[src/rtl/cios_reduce_row_if.sv]
// Handshake and data bundle for one CIOS reduction row.
interface cios_reduce_row_if #(
    parameter int unsigned WIDTH  = 32,
    parameter int unsigned NWORDS = 8
);
    localparam int unsigned IDX_W = $clog2(NWORDS + 1);

    logic             start_valid;
    logic             start_ready;
    logic [WIDTH-1:0] m_in;
    logic [WIDTH-1:0] carry_in;
    logic             in_valid;
    logic             in_ready;
    logic [WIDTH-1:0] t_word;
    logic [WIDTH-1:0] p_word;
    logic             out_valid;
    logic             out_ready;
    logic [WIDTH-1:0] out_word;
    logic [IDX_W-1:0] out_idx;
    logic             out_last;
    logic             busy;

    // Producer/consumer side (drives requests, takes results)
    modport master (
        output start_valid, m_in, carry_in, in_valid, t_word, p_word, out_ready,
        input  start_ready, in_ready, out_valid, out_word, out_idx, out_last, busy
    );

    // Reduction row side
    modport slave (
        input  start_valid, m_in, carry_in, in_valid, t_word, p_word, out_ready,
        output start_ready, in_ready, out_valid, out_word, out_idx, out_last, busy
    );
endinterface

[src/rtl/cios_reduce_row.sv]
// One row of CIOS Montgomery reduction: T' = (T + m*p) >> WIDTH, word-serial.
// Word 0 is handled upstream; this block consumes T[1..NWORDS+1] and p[1..NWORDS-1]
// and emits T'[0..NWORDS] through a single-entry registered output stage.
module cios_reduce_row #(
    parameter int unsigned WIDTH  = 32,
    parameter int unsigned NWORDS = 8
) (
    input  logic                  clk,
    input  logic                  rst_n,
    cios_reduce_row_if.slave      bus
);
    localparam int unsigned IDX_W = $clog2(NWORDS + 1);
    localparam int unsigned J_W   = $clog2(NWORDS + 2);
    localparam int unsigned DW    = 2 * WIDTH;

    typedef enum logic [1:0] {
        ST_IDLE  = 2'd0,
        ST_RUN   = 2'd1,
        ST_DRAIN = 2'd2
    } state_e;

    state_e           state_q, state_d;
    logic [WIDTH-1:0] m_q, m_d;
    logic [WIDTH-1:0] c_q, c_d;
    logic [J_W-1:0]   j_q, j_d;
    logic             out_valid_q, out_valid_d;
    logic [WIDTH-1:0] out_word_q, out_word_d;
    logic [IDX_W-1:0] out_idx_q, out_idx_d;
    logic             out_last_q, out_last_d;
    logic             busy_q, busy_d;
    logic             start_ready_q, start_ready_d;

    logic             in_ready_c;
    logic             accept_c;
    logic             is_last_c;
    logic [WIDTH-1:0] p_eff_c;
    logic [DW-1:0]    sum_c;

    // Accept a new pair only while running and the output slot is free or draining now
    assign in_ready_c = (state_q == ST_RUN) && (!out_valid_q || bus.out_ready);
    assign accept_c   = in_ready_c && bus.in_valid;
    assign is_last_c  = (j_q == J_W'(NWORDS + 1));

    // Upper words (j >= NWORDS) only fold the carry in, so the modulus term is zeroed.
    // With p forced to 0 the same 2*WIDTH adder yields the single carry bit for j = NWORDS
    // and the truncated top word for j = NWORDS+1.
    assign p_eff_c = (j_q < J_W'(NWORDS)) ? bus.p_word : '0;
    assign sum_c   = DW'(bus.t_word) + (DW'(m_q) * DW'(p_eff_c)) + DW'(c_q);

    // Next-state, datapath and output-stage update
    always_comb begin
        state_d       = state_q;
        m_d           = m_q;
        c_d           = c_q;
        j_d           = j_q;
        out_valid_d   = out_valid_q;
        out_word_d    = out_word_q;
        out_idx_d     = out_idx_q;
        out_last_d    = out_last_q;

        case (state_q)
            ST_IDLE: begin
                if (bus.start_valid) begin
                    m_d     = bus.m_in;
                    c_d     = bus.carry_in;
                    j_d     = J_W'(1);
                    state_d = ST_RUN;
                end
            end
            ST_RUN: begin
                if (accept_c) begin
                    c_d = sum_c[DW-1:WIDTH];
                    j_d = j_q + J_W'(1);
                    if (is_last_c) begin
                        state_d = ST_DRAIN;
                    end
                end
            end
            ST_DRAIN: begin
                if (out_valid_q && bus.out_ready && out_last_q) begin
                    state_d = ST_IDLE;
                end
            end
            default: begin
                state_d = ST_IDLE;
            end
        endcase

        if (accept_c) begin
            out_valid_d = 1'b1;
            out_word_d  = sum_c[WIDTH-1:0];
            out_idx_d   = IDX_W'(j_q - J_W'(1));
            out_last_d  = is_last_c;
        end else if (bus.out_ready) begin
            out_valid_d = 1'b0;
        end

        busy_d        = (state_d != ST_IDLE);
        start_ready_d = (state_d == ST_IDLE);
    end

    // State and output registers with synchronous active-low reset
    always_ff @(posedge clk) begin
        if (!rst_n) begin
            state_q       <= ST_IDLE;
            m_q           <= '0;
            c_q           <= '0;
            j_q           <= '0;
            out_valid_q   <= 1'b0;
            out_word_q    <= '0;
            out_idx_q     <= '0;
            out_last_q    <= 1'b0;
            busy_q        <= 1'b0;
            start_ready_q <= 1'b1;
        end else begin
            state_q       <= state_d;
            m_q           <= m_d;
            c_q           <= c_d;
            j_q           <= j_d;
            out_valid_q   <= out_valid_d;
            out_word_q    <= out_word_d;
            out_idx_q     <= out_idx_d;
            out_last_q    <= out_last_d;
            busy_q        <= busy_d;
            start_ready_q <= start_ready_d;
        end
    end

    assign bus.start_ready = start_ready_q;
    assign bus.in_ready    = in_ready_c;
    assign bus.out_valid   = out_valid_q;
    assign bus.out_word    = out_word_q;
    assign bus.out_idx     = out_idx_q;
    assign bus.out_last    = out_last_q;
    assign bus.busy        = busy_q;

endmodule

[src/flat_wrapper.sv]
// flat-port wrapper written by rule: the top's interface ports become plain ports
module cios_reduce_row_flat 
#(
    parameter int unsigned WIDTH  = 32,
    parameter int unsigned NWORDS = 8
)
  (clk, rst_n, bus_start_valid, bus_m_in, bus_carry_in, bus_in_valid, bus_t_word, bus_p_word, bus_out_ready, bus_start_ready, bus_in_ready, bus_out_valid, bus_out_word, bus_out_idx, bus_out_last, bus_busy);
  cios_reduce_row_if #(.WIDTH(WIDTH), .NWORDS(NWORDS)) bus_i ();
  input  logic clk;
  input  logic rst_n;
  input wire logic [$bits(bus_i.start_valid)-1:0] bus_start_valid;
  input wire logic [$bits(bus_i.m_in)-1:0] bus_m_in;
  input wire logic [$bits(bus_i.carry_in)-1:0] bus_carry_in;
  input wire logic [$bits(bus_i.in_valid)-1:0] bus_in_valid;
  input wire logic [$bits(bus_i.t_word)-1:0] bus_t_word;
  input wire logic [$bits(bus_i.p_word)-1:0] bus_p_word;
  input wire logic [$bits(bus_i.out_ready)-1:0] bus_out_ready;
  output wire logic [$bits(bus_i.start_ready)-1:0] bus_start_ready;
  output wire logic [$bits(bus_i.in_ready)-1:0] bus_in_ready;
  output wire logic [$bits(bus_i.out_valid)-1:0] bus_out_valid;
  output wire logic [$bits(bus_i.out_word)-1:0] bus_out_word;
  output wire logic [$bits(bus_i.out_idx)-1:0] bus_out_idx;
  output wire logic [$bits(bus_i.out_last)-1:0] bus_out_last;
  output wire logic [$bits(bus_i.busy)-1:0] bus_busy;
  assign bus_i.start_valid = bus_start_valid;
  assign bus_i.m_in = bus_m_in;
  assign bus_i.carry_in = bus_carry_in;
  assign bus_i.in_valid = bus_in_valid;
  assign bus_i.t_word = bus_t_word;
  assign bus_i.p_word = bus_p_word;
  assign bus_i.out_ready = bus_out_ready;
  assign bus_start_ready = bus_i.start_ready;
  assign bus_in_ready = bus_i.in_ready;
  assign bus_out_valid = bus_i.out_valid;
  assign bus_out_word = bus_i.out_word;
  assign bus_out_idx = bus_i.out_idx;
  assign bus_out_last = bus_i.out_last;
  assign bus_busy = bus_i.busy;
  cios_reduce_row #(.WIDTH(WIDTH), .NWORDS(NWORDS)) u_core (.clk(clk), .rst_n(rst_n), .bus(bus_i));
endmodule
[config.mk]
export PLATFORM = sky130hd
export DESIGN_NAME = cios_reduce_row_flat
export DESIGN_NICKNAME = d
export VERILOG_FILES = /design/src/rtl/cios_reduce_row_if.sv /design/src/rtl/cios_reduce_row.sv /design/src/flat_wrapper.sv
export SDC_FILE = /design/constraint.sdc
export NUM_CORES = 2
export LEC_CHECK = 0
export BUFFER_PORTS_ARGS = -buffer_cell sky130_fd_sc_hd__buf_2
export CORE_MARGIN = 3
export CORE_UTILIZATION = 60
export DETAILED_ROUTE_END_ITERATION = 8
export GPL_ROUTABILITY_DRIVEN = 0
export PLACE_DENSITY = 0.78
export SYNTH_ARGS = -nofsm -noshare
export SYNTH_HDL_FRONTEND = slang
export SYNTH_SLANG_ARGS = --single-unit
export TNS_END_PERCENT = 100
[constraint.sdc]
create_clock -name clk -period 14.6 [get_ports clk]
set_clock_uncertainty 0.2 [all_clocks]
set_input_delay 1.46 -clock clk [delete_from_list [all_inputs] [get_ports clk]]
set_output_delay 1.46 -clock clk [all_outputs]
set_load 0.05 [all_outputs]
==> qor.txt <==
OUTCOME
---------------------------------------------------------------------------------
Status                                                                  completed

FLOORPLANNING
---------------------------------------------------------------------------------
Placement row count                                                            93
Starting density of the core                                                61.0%
Die Height                                                            263 microns
Area of the placeable core                                           64,800 sq um
Die width                                                             263 microns
Die ar.                                                              69,000 sq um
Number of I/O pins                                                            174

CTS
---------------------------------------------------------------------------------
Root buf cell                                                           clkbuf_16
Clock tree from TritonCTS                                                    done
# clock sinks                                                                 110
Post-CTS repair timing setup buffer count                                       0
Clock slew seen by the registers of the worst setup and hold paths        0.09 ns
Number of cells upsized or downsized after cts                                  0
Clock insertion delay at the later pin of the skew report                 0.41 ns
Max Root-Sink Buffers                                                           2
Post-CTS Hold Fix Bufs                                                          0
Clock buffers created by TritonCTS                                              9
CTS H-tree lvls                                                                 3

YOSYS
---------------------------------------------------------------------------------
Average footprint of a synthesized cell                                8.81 sq um
Number of standard cells after synthesis                                    4,489
Number of flip-flops and latches in the synthesized netlist                   110
Share of the synthesized area in the top cell type                          48.5%
Ys flop type                                                              dfxtp_1
EDFF count, synth                                                               0
Register area share after synthesis                                         5.57%
Most numerous cell in the Yosys netlist                                     inv_1
Netlist cell types                                                             77
Synth Warn #                                                                    0
Library cell with the largest summed area after synthesis                    fa_1
Post-synthesis instance area                                         39,500 sq um
Cell types occupying the most area after synthesis                   fa_1 49%, inv_1 9.5%, ha_1 8.8%
Nets in the synthesized netlist                                             5,860
Most instantiated cells after synthesis                              1,006 x inv_1, 959 x fa_1, 804 x nand2_1
Fraction of registers with async set/reset                                     0%

TIMING
---------------------------------------------------------------------------------
Worst hold slack after final layout                                      0.266 ns
Slew Limit Headroom                                                         28.1%
Final cycle utilization of the critical path                                61.6%
Final period demand of the worst path                                     9.00 ns
Final setup fails                                                               0
Post-route setup TNS                                                         0 ns
Hold Fails Final Rpt                                                            0
Highest clock frequency the design can meet                             0.111 GHz
Slew Limit Fails                                                                0
Transition time at the pin with the least slew margin                     1.08 ns
Unrepaired setup endpoints after global routing                             false

WORST SETUP PATH
---------------------------------------------------------------------------------
Library cell appearing most often on the critical path                       fa_1
Critical-path top delay cell                                              nor2b_4
Sort of element at the start of the critical path                    primary input
Required time of the critical path                                       14.66 ns
Crit Path Category                                                         in2reg
Critical path endpoint category                                          register
Reg-to-reg setup timing slack                                             5.72 ns
Largest stage delay on the critical path                                  0.86 ns
Critical path arrival                                                     9.06 ns
Largest fanout of any net on the critical path                                 32

POWER AND IR DROP
---------------------------------------------------------------------------------
VDD IR max                                                             0.000313 V
Pleak                                                                     20.3 nW
Tot Pwr                                                                 0.00782 W
Cell area power density                                               189 nW/um^2

LAYOUT
---------------------------------------------------------------------------------
Total Nets Final                                                            5,846
Fraction of layout instances using a drive strength above 1                 7.03%
Non-Filler Instances                                                        5,335
Synthesis-to-finish area growth                                             4.70%
Number of antenna repair diodes                                                 0

PLACE
---------------------------------------------------------------------------------
Detail Placement HPWL                                                     87.2 mm
IO Port Bufs                                                                  173
Post-Place Cells                                                            5,319

ROUTE
---------------------------------------------------------------------------------
Number of vias after detailed routing                                      30,464
Number of iterations in the first detailed-routing pass                         5
Detailed-route wire length                                                 109 mm
DRC violation count after routing                                               0
Detailed-route vias per instance                                             5.71
Wire length per cell after detailed routing                          20.5 microns
DRT antenna net count                                                           0
Starting DRT DRC Count                                                      2,608

GLOBAL ROUTING
---------------------------------------------------------------------------------
Remaining Overflow, GRT                                                         0
GRT Util Overall                                                            33.0%
Pin count of the biggest net entering global routing                           76
Vias in the first global route                                             33,157
Wire length of the first global-routing pass                               180 mm
Antenna violations before repair                                                2

WORST HOLD PATH
---------------------------------------------------------------------------------
Worst min-delay path category                                             reg2reg

RUN
---------------------------------------------------------------------------------
Total of max-cap violations                                                     0

## final cells by class
cell class              instances  area (sq um)
clock buffers                   9           225
clock inverters                 7          77.6
fillers                      5325         23400
inverters                    1006          3780
multi-input cells            3123         32800
flip-flops and latches        110          2210
well taps                     855          1070
repair buffers                225          1260
## state kept, by name (all words and copies together), names as in the netlist
register / flops
u_core.state_q: 2
u_core.j_q: 4
u_core.bus.out_valid: 1
u_core.bus.out_word: 32
u_core.bus.out_idx: 4
u_core.bus.out_last: 1
u_core.m_q: 32
u_core.c_q: 32
u_core.bus.busy: 1
u_core.bus.start_ready: 1
## worst paths after layout
path                                  to  depth (start not counted)              startpoint
setup reg to reg          u_core.c_q[25]                         27           u_core.j_q[3]
hold reg to reg   u_core.bus.out_word[2]                          2  u_core.bus.out_word[2]
setup / recovery          u_core.c_q[25]                         25          bus_p_word[21]
hold / removal    u_core.bus.out_word[2]                          2  u_core.bus.out_word[2]
## cells by family after synthesis
| group | count (synthesis) | share of synthesized area [%] |
|---|---|---|
| buffers and inverters | 1256 | 11.9 |
| XOR/XNOR | 57 | 1.26 |
| AND/OR/NAND/NOR | 1443 | 17.3 |
| flip-flops | 110 | 5.57 |
| adder cells (fa/ha/maj) | 1238 | 57.4 |
| AO/OA/AOI/OAI | 383 | 6.47 |
| multiplexers | 2 | 0.0506 |
## through the flow
stage | utilization, % | area, sq um | setup slack (ns)
2_1_floorplan | - | 39500 | 6.13
3_3_place_gp | 63.4 | 41100 | 5.41
3_5_place_dp | 63.4 | 41100 | 5.31
4_1_cts | 63.9 | 41400 | 5.73
5_1_grt | 63.9 | 41400 | 5.27
6_report | 63.9 | 41400 | 5.60
## worst max-delay path: cells and delay by family
family | cells | cell delay (ns)
adder cells (fa/ha/maj) | 9 | 4.25
AND/OR/NAND/NOR | 4 | 1.29
XOR/XNOR | 1 | 0.19
AO/OA/AOI/OAI | 6 | 1.45
buffers and inverters | 5 | 0.42
## cells in the final DEF, fill, tap and decap left out, drive strengths merged, types with 8 or more instances in the layout
master and instances:
inv 1009, fa 959, nand2 805, and2 434
ha 279, buf 225, a21oi 110, dfxtp 110
o21ai 93, nor2 59, a21boi 46, nor2b 37
xnor2 32, xor2 25, o211ai 22, nor3 21
nand3 20, a21o 20, o21bai 20, or3 19
nand4 19, a31oi 13, clkbuf 9, o21a 8
a211oi 8
## power by group
group | switching, W | total [W] | leakage (nW) | internal [W]
combinational | 0.00454 | 0.00714 | 19.3 | 0.00260
clock | 0.000145 | 0.000267 | 0.149 | 0.000122
sequential | 0.0000571 | 0.000408 | 0.906 | 0.000351
total | 0.00474 | 0.00782 | 20.3 | 0.00307
## per-layer routing
metal	wire (microns)	track usage, %	vias up
li1	-	-	13134
met5	15	0	-
met1	42600	44.7	15377
met4	4490	12.1	2
met2	50500	52.1	1633
met3	11700	7.76	318
No activity file was read; power rests on OpenSTA's default activity.
